`src/rtl/divider_pkg.sv`:
```
// Types and sizes shared by the divider and its companion multiply-add checker.
package divider_pkg;

    typedef enum logic [1:0] {
        IDLE = 2'd0,
        BUSY = 2'd1,
        DONE = 2'd2
    } state_t;

    localparam int DATA_W = 8;
    localparam int CNT_W  = $clog2(DATA_W + 1);
    // Scan chain {acc,mcand,mplier,count,state}: 2N + 2N + N + CW + 2 bits.
    localparam int SCAN_LEN = 5 * DATA_W + CNT_W + 2;

endpackage

```
`src/rtl/multiplier.sv`:
```
// Sequential shift-add multiply-add: Product = Operand1*Operand2 + Addend, one multiplier bit
// per clock, with a Req/Done handshake and a full-state scan chain.
module multiplier
    import divider_pkg::*;
#(
    parameter int N  = DATA_W,
    parameter int CW = $clog2(N + 1)
) (
    input  logic           Clock,
    input  logic           nReset,
    input  logic [N-1:0]   Operand1,
    input  logic [N-1:0]   Operand2,
    input  logic [N-1:0]   Addend,
    input  logic           Req,
    input  logic           Test,
    input  logic           SDI,
    output logic           Done,
    output logic           SDO,
    output logic [2*N-1:0] Product
);

    localparam int CHAIN_W = 5 * N + CW + 2;

    logic [2*N-1:0] acc_reg,    acc_next;
    logic [2*N-1:0] mcand_reg,  mcand_next;
    logic [N-1:0]   mplier_reg, mplier_next;
    logic [CW-1:0]  count_reg,  count_next;
    state_t         state_reg,  state_next;

    logic [CHAIN_W-1:0] chain_cur;
    logic [CHAIN_W-1:0] chain_shift;

    assign chain_cur   = {acc_reg, mcand_reg, mplier_reg, count_reg, state_reg};
    assign chain_shift = {SDI, chain_cur[CHAIN_W-1:1]};

    always_comb begin
        acc_next    = acc_reg;
        mcand_next  = mcand_reg;
        mplier_next = mplier_reg;
        count_next  = count_reg;
        state_next  = state_reg;
        case (state_reg)
            IDLE: begin
                if (Req) begin
                    acc_next    = {{N{1'b0}}, Addend};
                    mcand_next  = {{N{1'b0}}, Operand1};
                    mplier_next = Operand2;
                    count_next  = '0;
                    state_next  = BUSY;
                end
            end
            BUSY: begin
                // Sum is bounded by 2^2N - 2^N, so the 2N-bit add cannot wrap.
                if (mplier_reg[0]) begin
                    acc_next = acc_reg + mcand_reg;
                end
                mcand_next  = mcand_reg << 1;
                mplier_next = mplier_reg >> 1;
                count_next  = count_reg + 1'b1;
                if (count_reg == CW'(N - 1)) begin
                    state_next = DONE;
                end
            end
            DONE: begin
                if (!Req) begin
                    state_next = IDLE;
                end
            end
            default: state_next = IDLE;
        endcase
    end

    always_ff @(posedge Clock) begin
        if (!nReset) begin
            acc_reg    <= '0;
            mcand_reg  <= '0;
            mplier_reg <= '0;
            count_reg  <= '0;
            state_reg  <= IDLE;
        end else if (Test) begin
            // Scan freezes the datapath and shifts the whole state one bit toward SDO.
            acc_reg    <= chain_shift[CHAIN_W-1 -: 2*N];
            mcand_reg  <= chain_shift[CHAIN_W-2*N-1 -: 2*N];
            mplier_reg <= chain_shift[N+CW+1 -: N];
            count_reg  <= chain_shift[CW+1 -: CW];
            state_reg  <= state_t'(chain_shift[1:0]);
        end else begin
            acc_reg    <= acc_next;
            mcand_reg  <= mcand_next;
            mplier_reg <= mplier_next;
            count_reg  <= count_next;
            state_reg  <= state_next;
        end
    end

    assign Done    = (state_reg == DONE);
    assign SDO     = chain_cur[0];
    assign Product = acc_reg;

endmodule

```
`config.mk`:
```
export PLATFORM = sky130hd
export DESIGN_NAME = multiplier
export DESIGN_NICKNAME = d
export VERILOG_FILES = /design/src/rtl/divider_pkg.sv /design/src/rtl/multiplier.sv
export SDC_FILE = /design/constraint.sdc
export NUM_CORES = 1
export LEC_CHECK = 0
export CAP_MARGIN = 20
export CORE_ASPECT_RATIO = 2
export CORE_MARGIN = 5
export CORE_UTILIZATION = 56
export CTS_BUF_LIST = sky130_fd_sc_hd__clkbuf_8
export DETAILED_ROUTE_END_ITERATION = 16
export MAX_ROUTING_LAYER = met4
export PLACE_DENSITY = 0.83
export SLEW_MARGIN = 20
export SYNTH_ARGS = -nofsm -noshare
export SYNTH_HDL_FRONTEND = slang
export SYNTH_SLANG_ARGS = --single-unit
export TNS_END_PERCENT = 1
```
`constraint.sdc`:
```
create_clock -name Clock -period 2.7 [get_ports Clock]
set_input_delay 0.54 -clock Clock [delete_from_list [all_inputs] [get_ports Clock]]
set_output_delay 0.54 -clock Clock [all_outputs]
set_load 0.03 [all_outputs]
```
==> results by group <==
Outcome
  • Status: finished, final reports clean

Synthesis
  • Syn. warnings: 0
  • Cell Area, Synth: 2920 sq um
  • Post-Syn Nets: 400
  • Dominant synthesized flop cell: dfxtp_1
  • Unique masters post-synth: 50
  • Mean post-synth cell area: approximately 8.2 sq um
  • Register bit total from synthesis: 46
  • Number of flops mapped to enable cells by yosys: 0
  • Asr flop ratio synth: 0%
  • Seq/Total Area, Yosys: 31.6%
  • Post-Syn Instances: 354

Critical path
  • Setup crit end: Product[10]
  • Critical Path End Type: flop
  • Critical path arrival: 2.60 ns
  • Worst R2R Setup Slack: 0.29 ns
  • Reg2Reg Capture Point: Product[10]
  • Crit Path Class: reg -> reg
  • Worst path required time: roughly 2.9 ns
  • Reg2Reg Depth: 9
  • Worst reg2reg path startpoint: Product[0]
  • Critical path fanouts, max: 4
  • Startpoint Class: flop
  • Worst setup path start: Product[0]

Layout
  • Antenna diode count: 0
  • Most frequent cells in the layout: nand2_1, dfxtp_1, clkdlybuf4s50_1
  • Nets: 439
  • P&R area growth vs syn: 20.9%
  • Fraction of layout cells with a size suffix above 1: under 10%
  • Commonest non-fill, non-tap cell in the layout: nand2_1
  • Layout Utilization: 69.3%
  • Number of fill cells: 440

STA
  • Slew @ Worst Pin: 1.15 ns
  • Fin. Hold Viols: 0
  • RSZ-0062 raised after global routing: no
  • Final Setup Violations: 0
  • Worst slew margin: 23.2%
  • Fin Setup TNS: 0 ns
  • Crit share post-route: between 80% and 90%
  • FMAX: 0.416 GHz
  • Max Slew Vio Count: 0
  • Final min period: 2.41 ns
  • Post-route setup slack: around 0.3 ns
  • Worst Skew: 0.00908 ns

Placement
  • PortBufs: 46
  • Place WS: 0.269 ns
  • GP Congestion: 0.890
  • DP HPWL: 5760 um

Global route
  • Gr usage total: 25.4%
  • First-pass GRT wire length: 13400 um
  • Antenna violations before repair: 0
  • Vias in the first global route: 2949
  • Largest net degree at the start of global routing: 48
  • GR Overflow Total: 0

Power and ir drop
  • Leakage power: 0.00150 uW
  • Power Density: approximately 460 nW/um^2
  • VDD IR max: 0.357 mV

Route
  • Drt via density: 6.48
  • Drt total wl: approximately 8000 um
  • Average wire per standard cell: 17.7 um
  • Vias: 2929
  • First drt pass iteration count: 6
  • Antenna Nets Post-Route: 0
  • # DRC: 0
  • 1st-iter DRT viols: 223

Floorplan
  • # rows: 37
  • IO Pins: between 40 and 50
  • Chip width: 61.0 um
  • Core ar.: 5090 sq um
  • Chip height: 112 um
  • Starting density of the core: a little under three fifths
  • DIE AREA: ~6800 sq um

Clock network
  • Root buf cell: clkbuf_8
  • Num CTS Buffers: 5
  • Clock H-tree levels: 2
  • Hold Buf Count CTS: 0
  • TritonCTS clock tree: yes
  • Skew-Pair Late Insertion Delay: a little over 0.3 ns
  • Clk buf depth: 2
  • Clk slew on worst S/H paths: 0.09 ns
  • CTS sink count: 46

Min path
  • Hold Crit Class: reg -> reg

Flow run
  • Max-cap viol count: 0
routing by layer:
layer	wire [um]	vias to the layer above	GRT usage (%)	part of all wire (%)
met2	4310	105	42.6	54
met3	407	30	3.11	5.1
li1	-	1400	-	-
met1	2980	1394	27.9	37
met5	0	-	-	0
met4	293	0	13.0	3.7
cells in the mapped netlist (all sizes together), types with 2 or more instances:
library cell | number | area (sq um)
nand2 | 53 | 201
o21a | 2 | 15.0
o311a | 2 | 20.0
a21boi | 13 | 97.6
mux2i | 9 | 90.1
a222oi | 11 | 110
nor4 | 3 | 18.8
clkbuf | 16 | 60.1
a21o | 3 | 22.5
nor3 | 3 | 15.0
nand3 | 10 | 50.1
xor2 | 5 | 43.8
o211a | 10 | 100
nor2 | 23 | 86.3
and3 | 2 | 12.5
a221oi | 5 | 43.8
xnor2 | 6 | 52.6
o31ai | 2 | 15.0
ha | 16 | 200
a21oi | 17 | 88.8
a31oi | 2 | 12.5
buf | 7 | 33.8
a211oi | 9 | 82.6
o21ai | 34 | 170
o221ai | 3 | 32.5
o211ai | 10 | 75.1
nor2b | 16 | 100
dfxtp | 46 | 921
logic make-up after synthesis:
| family | after synthesis | share of synthesized area [%] |
|---|---|---|
| fa+ha+maj | 17 | 7.55 |
| xor+xnor | 11 | 3.30 |
| buf+inv | 24 | 3.34 |
| compound gates | 130 | 32.8 |
| simple gates | 117 | 18.4 |
| mux | 9 | 3.09 |
| flops | 46 | 31.6 |
metrics by stage:
| step | hold slack (ns) | instance area [sq um] | total power, uW | cells |
|---|---|---|---|---|
| floorplan | 0.466 | 2920 | 1030 | 354 |
| global placement | 0.473 | 3430 | 1180 | 444 |
| detailed placement | 0.482 | 3430 | 1190 | 444 |
| CTS | 0.504 | 3530 | 1630 | 452 |
| global route | 0.528 | 3530 | 1710 | 452 |
| finish | 0.500 | 3530 | 1630 | 452 |
power by group:
part	switching, uW	internal, uW	total (uW)
clock network	246	206	452
registers	44.9	720	765
logic	227	184	411
layout make-up:
| class | count | area, sq um | share of cell area (%) |
|---|---|---|---|
| clock buffer | 6 | 82.6 | 2.34 |
| clock inverter | 2 | 12.5 | 0.355 |
| inverter | 1 | 3.75 | 0.106 |
| multi-input combinational | 284 | 1900 | 53.8 |
| sequential | 46 | 921 | 26.1 |
| tap | 58 | 72.6 | 2.06 |
| timing repair buffer | 55 | 536 | 15.2 |
worst max-delay path: stages (launching register included):
cell and delay, ns:
dfxtp_1 0.35, ha_1 0.26, fa_1 0.44, a211oi_1 0.25
nor2_1 0.11, o21ai_1 0.21, a21oi_1 0.15, xor2_1 0.16
a221oi_1 0.27, nor2_1 0.08
worst min path at each step:
stage	from	end	cells past startpoint
finish	mplier_reg[6]	mplier_reg[6]	1
global route	mcand_reg[4]	mcand_reg[4]	2
CTS	mplier_reg[6]	mplier_reg[6]	1
detailed placement	mplier_reg[6]	mplier_reg[6]	1
global placement	mplier_reg[3]	mplier_reg[3]	1
floorplan	mplier_reg[1]	mplier_reg[1]	1
what timing repair did:
item                                    in CTS  in global routing
endpoints found under the setup margin       0                  1
setup buffers                                0                  0
gates resized for setup                      0                  1
hold endpoints to repair                     0                  0
Note: power is estimated with default switching activity, not from simulation.
